==> config.mk <==
export PLATFORM = sky130hd
export DESIGN_NAME = puf_soc_ro_ctrl
export DESIGN_NICKNAME = d
export VERILOG_FILES = /design/src/rtl/puf_soc_ro_ctrl.sv
export SDC_FILE = /design/constraint.sdc
export NUM_CORES = 1
export LEC_CHECK = 0
export CAP_MARGIN = 20
export CORE_MARGIN = 10
export CORE_UTILIZATION = 30
export CTS_BUF_LIST = sky130_fd_sc_hd__clkbuf_8
export DETAILED_ROUTE_END_ITERATION = 10
export PLACE_DENSITY_LB_ADDON = 0.05
export SLEW_MARGIN = 20
export SYNTH_ARGS = -nofsm -noshare
export SYNTH_HDL_FRONTEND = slang
export SYNTH_SLANG_ARGS = --single-unit
==> constraint.sdc <==
create_clock -name i_clk -period 6.1 [get_ports i_clk]
set_clock_uncertainty 0.05 [all_clocks]
set_input_delay 0.61 -clock i_clk [delete_from_list [all_inputs] [get_ports i_clk]]
set_output_delay 0.61 -clock i_clk [all_outputs]
set_load 0.1 [all_outputs]
==> src/rtl/puf_soc_ro_ctrl.sv <==
// Ring-oscillator PUF sequencer.
// Walks the RO bank one pair at a time. For each pair it settles the pair,
// counts rising edges on both ROs over a fixed window, and compares the counts
// to produce one response bit.
//   i_clk, i_rst_n : clock, asynchronous active-low reset
//   i_start        : run request, sampled only while idle
//   o_puf_en       : RO enable vector (at most one pair high)
//   i_puf_ro       : raw RO outputs, asynchronous to i_clk
//   o_busy         : evaluation in progress
//   o_valid        : one-cycle pulse when o_resp is complete
//   o_resp         : bit k = count(RO 2k) > count(RO 2k+1)
//   o_tie          : sticky per run, set if any pair counted equal
module puf_soc_ro_ctrl #(
  parameter int unsigned PUF_LENGTH    = 16,
  parameter int unsigned CNT_W         = 16,
  parameter int unsigned WINDOW_CYCLES = 1024,
  parameter int unsigned SETTLE_CYCLES = 4
) (
  input  logic                    i_clk,
  input  logic                    i_rst_n,
  input  logic                    i_start,
  output logic [PUF_LENGTH-1:0]   o_puf_en,
  input  logic [PUF_LENGTH-1:0]   i_puf_ro,
  output logic                    o_busy,
  output logic                    o_valid,
  output logic [PUF_LENGTH/2-1:0] o_resp,
  output logic                    o_tie
);

  localparam int unsigned NPAIR   = PUF_LENGTH / 2;
  localparam int unsigned K_W     = (NPAIR > 1) ? $clog2(NPAIR) : 1;
  localparam int unsigned TMR_MAX = (WINDOW_CYCLES > SETTLE_CYCLES) ? WINDOW_CYCLES : SETTLE_CYCLES;
  localparam int unsigned TMR_W   = $clog2(TMR_MAX) + 1;

  typedef enum logic [2:0] {
    S_IDLE, S_SETTLE, S_COUNT, S_COMPARE, S_DONE
  } state_t;

  state_t                  r_state;
  logic [PUF_LENGTH-1:0]   r_sync1;
  logic [PUF_LENGTH-1:0]   r_sync2;
  logic [PUF_LENGTH-1:0]   r_dly;
  logic [K_W-1:0]          r_k;
  logic [TMR_W-1:0]        r_tmr;
  logic [CNT_W-1:0]        r_cnt_a;
  logic [CNT_W-1:0]        r_cnt_b;
  logic [PUF_LENGTH-1:0]   r_puf_en;
  logic                    r_busy;
  logic                    r_valid;
  logic [NPAIR-1:0]        r_resp;
  logic                    r_tie;

  logic [PUF_LENGTH-1:0]   w_rise;
  logic [PUF_LENGTH-1:0]   w_pair_mask;
  logic [K_W:0]            w_idx_a;
  logic [K_W:0]            w_idx_b;
  logic                    w_rise_a;
  logic                    w_rise_b;
  logic                    w_run;

  // Per-RO 2-flop synchronizer followed by an edge-detect delay flop
  always_ff @(posedge i_clk or negedge i_rst_n) begin
    if (!i_rst_n) begin
      r_sync1 <= '0;
      r_sync2 <= '0;
      r_dly   <= '0;
    end else begin
      r_sync1 <= i_puf_ro;
      r_sync2 <= r_sync1;
      r_dly   <= r_sync2;
    end
  end

  assign w_rise      = r_sync2 & ~r_dly;
  assign w_idx_a     = {r_k, 1'b0};
  assign w_idx_b     = {r_k, 1'b1};
  assign w_rise_a    = w_rise[w_idx_a];
  assign w_rise_b    = w_rise[w_idx_b];
  assign w_pair_mask = PUF_LENGTH'(2'b11) << w_idx_a;
  assign w_run       = (r_state == S_SETTLE) || (r_state == S_COUNT) || (r_state == S_COMPARE);

  // Sequencer FSM; status outputs are registered images of the current state
  always_ff @(posedge i_clk or negedge i_rst_n) begin
    if (!i_rst_n) begin
      r_state  <= S_IDLE;
      r_k      <= '0;
      r_tmr    <= '0;
      r_cnt_a  <= '0;
      r_cnt_b  <= '0;
      r_puf_en <= '0;
      r_busy   <= 1'b0;
      r_valid  <= 1'b0;
      r_resp   <= '0;
      r_tie    <= 1'b0;
    end else begin
      r_busy   <= w_run;
      r_valid  <= (r_state == S_DONE);
      r_puf_en <= w_run ? w_pair_mask : '0;
      case (r_state)
        S_IDLE: begin
          if (i_start) begin
            r_state <= S_SETTLE;
            r_k     <= '0;
            r_tmr   <= '0;
            r_resp  <= '0;
            r_tie   <= 1'b0;
          end
        end
        S_SETTLE: begin
          r_cnt_a <= '0;
          r_cnt_b <= '0;
          if (r_tmr == TMR_W'(SETTLE_CYCLES - 1)) begin
            r_tmr   <= '0;
            r_state <= S_COUNT;
          end else begin
            r_tmr <= r_tmr + TMR_W'(1);
          end
        end
        S_COUNT: begin
          // Saturating edge counters
          if (w_rise_a && (r_cnt_a != '1)) r_cnt_a <= r_cnt_a + CNT_W'(1);
          if (w_rise_b && (r_cnt_b != '1)) r_cnt_b <= r_cnt_b + CNT_W'(1);
          if (r_tmr == TMR_W'(WINDOW_CYCLES - 1)) begin
            r_tmr   <= '0;
            r_state <= S_COMPARE;
          end else begin
            r_tmr <= r_tmr + TMR_W'(1);
          end
        end
        S_COMPARE: begin
          r_resp[r_k] <= (r_cnt_a > r_cnt_b);
          if (r_cnt_a == r_cnt_b) r_tie <= 1'b1;
          if (r_k == K_W'(NPAIR - 1)) begin
            r_state <= S_DONE;
          end else begin
            r_k     <= r_k + K_W'(1);
            r_state <= S_SETTLE;
          end
        end
        S_DONE: begin
          r_state <= S_IDLE;
        end
        default: begin
          r_state <= S_IDLE;
        end
      endcase
    end
  end

  assign o_puf_en = r_puf_en;
  assign o_busy   = r_busy;
  assign o_valid  = r_valid;
  assign o_resp   = r_resp;
  assign o_tie    = r_tie;

endmodule

==> metrics.md <==
| Metric | Value |
|---|---|
| RSZ-0062 raised after global routing | no |
| Share of layout cells above drive strength 1 | 8.67% |
| R2r setup slk | 3390 ps |
| Met3 Resource Use GR | 3.56% |
| Async SR Flop Fraction | 100% |
| Int Power | 0.00153 W |
| HP Class | primary input to asynchronous set/reset pin |
| Htree depth | 4 |
| Starting Density | 30.5% |
| CP arrival | 3030 ps |
| GR peak layer | met2 |
| First-pass GRT wire length | 21000 µm |
| Hold Buf Count CTS | 0 |
| Number of global-route vias before repair | 3939 |
| Initial antenna violation count | 0 |
| Worst slew margin | 29.0% |
| Slowest stage delay, CP | 920 ps |
| Routed len/inst | 15.8 µm |
| GRT Total Usage | 10.8% |
| Worst setup endpoint | r_cnt_a[14]$_DFFE_PN0P_ |
| Ports | 46 |
| Met1 Use GR | 14.8% |
| Crit-path cells | nor3b_2 > and3_1 > nand3_1 > or4_1 > a21oi_1 |
| DRT Pass-1 Iters | 4 |
| Core area | 18000 µm² |
| Via count | 3979 |
| R2r worst-path depth | 5 |
| Hpwl dp | 8710 µm |
| Syn nets | 557 |
| Routability cong. | 0.755 |
| Die height | 155 µm |
| Fin. Hold Viols | 0 |
| Synth area leaders | dfrtp_1 53%, ha_1 5.7%, a21oi_1 3.7% |
| Worst EP required | 6420 ps |
| Clock network power share | 29.5% |
| Startpoint Class | flop |
| Synth-to-layout area growth | 18.6% |
| Register area share after synthesis | 53.0% |
| Critical path class | flop to flop |
| Commonest cells in the netlist | 116 x dfrtp_1, 40 x a21oi_1, 33 x nand2_1, 28 x nand3_1, 26 x inv_1 |
| Max-slew violations | 0 |
| Crit share post-route | 44.5% |
| Combinational power share | 34.4% |
| Post-Synthesis Cells | 513 |
| Worst setup margin | 3390 ps |
| Setup crit end kind | flop |
| Outcome | finished clean |
| 1st-iter DRT viols | 202 |
| Slew @ Worst Pin | 1060 ps |
| Drt total wl | 12500 µm |
| EDFF count, synth | 0 |
| Final ANT Viol Nets | 0 |
| Critical Path Source | r_state[1]$_DFFE_PN0P_ |
| Syn Area/Cell | 10.7 µm² |
| TritonCTS clock tree | yes |
| Critical Path Fanout Max | 14 |
| Clk_lat worst skew | 450 ps |
| Leakage power | 2.68 nW |
| Flops & latches, synth | 116 |
| Worst R2R End | r_cnt_a[14]$_DFFE_PN0P_ |
| Setup-violating endpoint count in the final report | 0 |
| Final min period | 2710 ps |
| CTS buffer count | 17 |
| Synth top area share | 53.0% |
| Die Footprint | 24100 µm² |
| Cell taking the most area after synthesis | dfrtp_1 |
| Clk buf depth | 2 |
| Post-CTS Setup Bufs | 0 |
| Largest net degree at the start of global routing | 65 |
| Crit-path slowest cell | nor3b_2 |
| Total gr overflow | 0 |
| Synth Warn # | 0 |
| Net switching power | 0.00114 W |
| Post-synthesis cell area | 5480 µm² |
| DP Worst Slack | 3420 ps |
| Max cap viols | 0 |
| Post-cts repair resize count | 0 |
| Die width | 155 µm |
| N_diodes | 0 |
| Worst path depth | 5 |
| Number of fill cells in the layout | 1788 |
| Ys flop type | dfrtp_1 |
| Root buffer cell | clkbuf_8 |
| Setup TNS | 0 ps |
| Clock Sinks | 116 |
| Count leader, synth | dfrtp_1 |
| Vias/cell | 5.01 |
| Pwr/cell area | 410 nW/µm² |
| RR Startpoint | r_state[1]$_DFFE_PN0P_ |
| PortBufs | 45 |
| Switch share | 42.7% |
| Buf/Inv on CP | 0 |
| Sequential power share | 36.2% |
| Reg clk slew, reported paths | 80 ps |
| Routing usage on met2 | 15.4% |
| Row cnt | 49 |
| Fin nets | 596 |
| Synth unique cells | 52 |
| CP delay by family, top | simple AND/OR/NAND/NOR gates |
| Maximum clock rate | 369 MHz |
| Drt drc | 0 |
| Maximum vdd drop | 0.211 mV |
layout make-up:
class                      count  area (µm²)  share of cell area [%]
clock buffer                  18         248                    3.81
sequential                   116        2900                    44.7
timing repair buffer          49         478                    7.36
inverter                      26        97.6                    1.50
multi-input combinational    342        2300                    35.3
tap                          229         287                    4.41
clock inverter                14         186                    2.87
flip-flops by register name (all words and copies together), names as in the netlist:
signal	flops
r_cnt_a	16
r_cnt_b	16
r_dly	16
r_sync1	16
r_sync2	16
r_tmr	11
o_puf_en	8
o_resp	8
r_k	3
r_state	3
o_busy	1
o_tie	1
o_valid	1
cell families after synthesis:
family / synth area share [%]
muxes: 1.74
adders and majority gates: 5.71
AOI/OAI and AO/OA: 13.3
buffers and inverters: 5.28
and+or+nand+nor: 21.0
DFF: 53.0
power by group through the flow:
stage	Combinational (W)	Clock (W)	Sequential, W
after floorplan	0.000558	0	0.00112
after global placement	0.000923	0	0.000976
after detailed placement	0.000926	0	0.000979
after CTS	0.000930	0.000812	0.000963
after global routing	0.000998	0.000853	0.000985
final	0.000916	0.000785	0.000963
cell usage in the layout (no fill, tap or decap), types with 6 or more instances in the layout:
master and count:
nand4_1 18, clkbuf_8 18, ha_1 25, mux2i_1 8, and3_1 9, o21ai_0 17
and4_1 6, or3b_1 6, nand3_1 28, nand2_1 33, a21oi_1 40, nor3_1 10
o31ai_1 20, or4_1 16, or3_1 6, inv_6 7, nor2_1 17, and2_1 7
o21ai_1 7, dfrtp_1 116, inv_1 26, nand3b_1 6, clkdlybuf4s50_1 44
metal layers:
layer	up-vias	part of all wire [%]	routed length (µm)
met2	65	44	5460
li1	1975	-	-
met3	11	4.0	502
met1	1928	51	6420
met4	0	1.3	159
met5	-	0	0
per-stage QoR:
| step | area [µm²] | total power, W | std cells | hold WS, ps | util (%) |
|---|---|---|---|---|---|
| after floorplan | 5480 | 0.00168 | 513 | 264 | - |
| after global placement | 6060 | 0.00190 | 762 | 282 | 33.7 |
| after detailed placement | 6060 | 0.00191 | 762 | 285 | 33.7 |
| after CTS | 6490 | 0.00271 | 794 | 226 | 36.2 |
| after global routing | 6490 | 0.00284 | 794 | 248 | 36.2 |
| final | 6490 | 0.00266 | 794 | 205 | 36.2 |
worst min-delay path by stage:
stage                               startpoint                      end
final                                  i_rst_n  r_cnt_a[14]$_DFFE_PN0P_
after global routing                   i_rst_n  r_cnt_b[12]$_DFFE_PN0P_
after CTS                              i_rst_n  r_cnt_b[12]$_DFFE_PN0P_
after detailed placement  r_sync1[4]$_DFF_PN0_     r_sync2[4]$_DFF_PN0_
after global placement    r_sync1[2]$_DFF_PN0_     r_sync2[2]$_DFF_PN0_
after floorplan                        i_rst_n         o_busy$_DFF_PN0_
(Power assumes the default switching activity.)
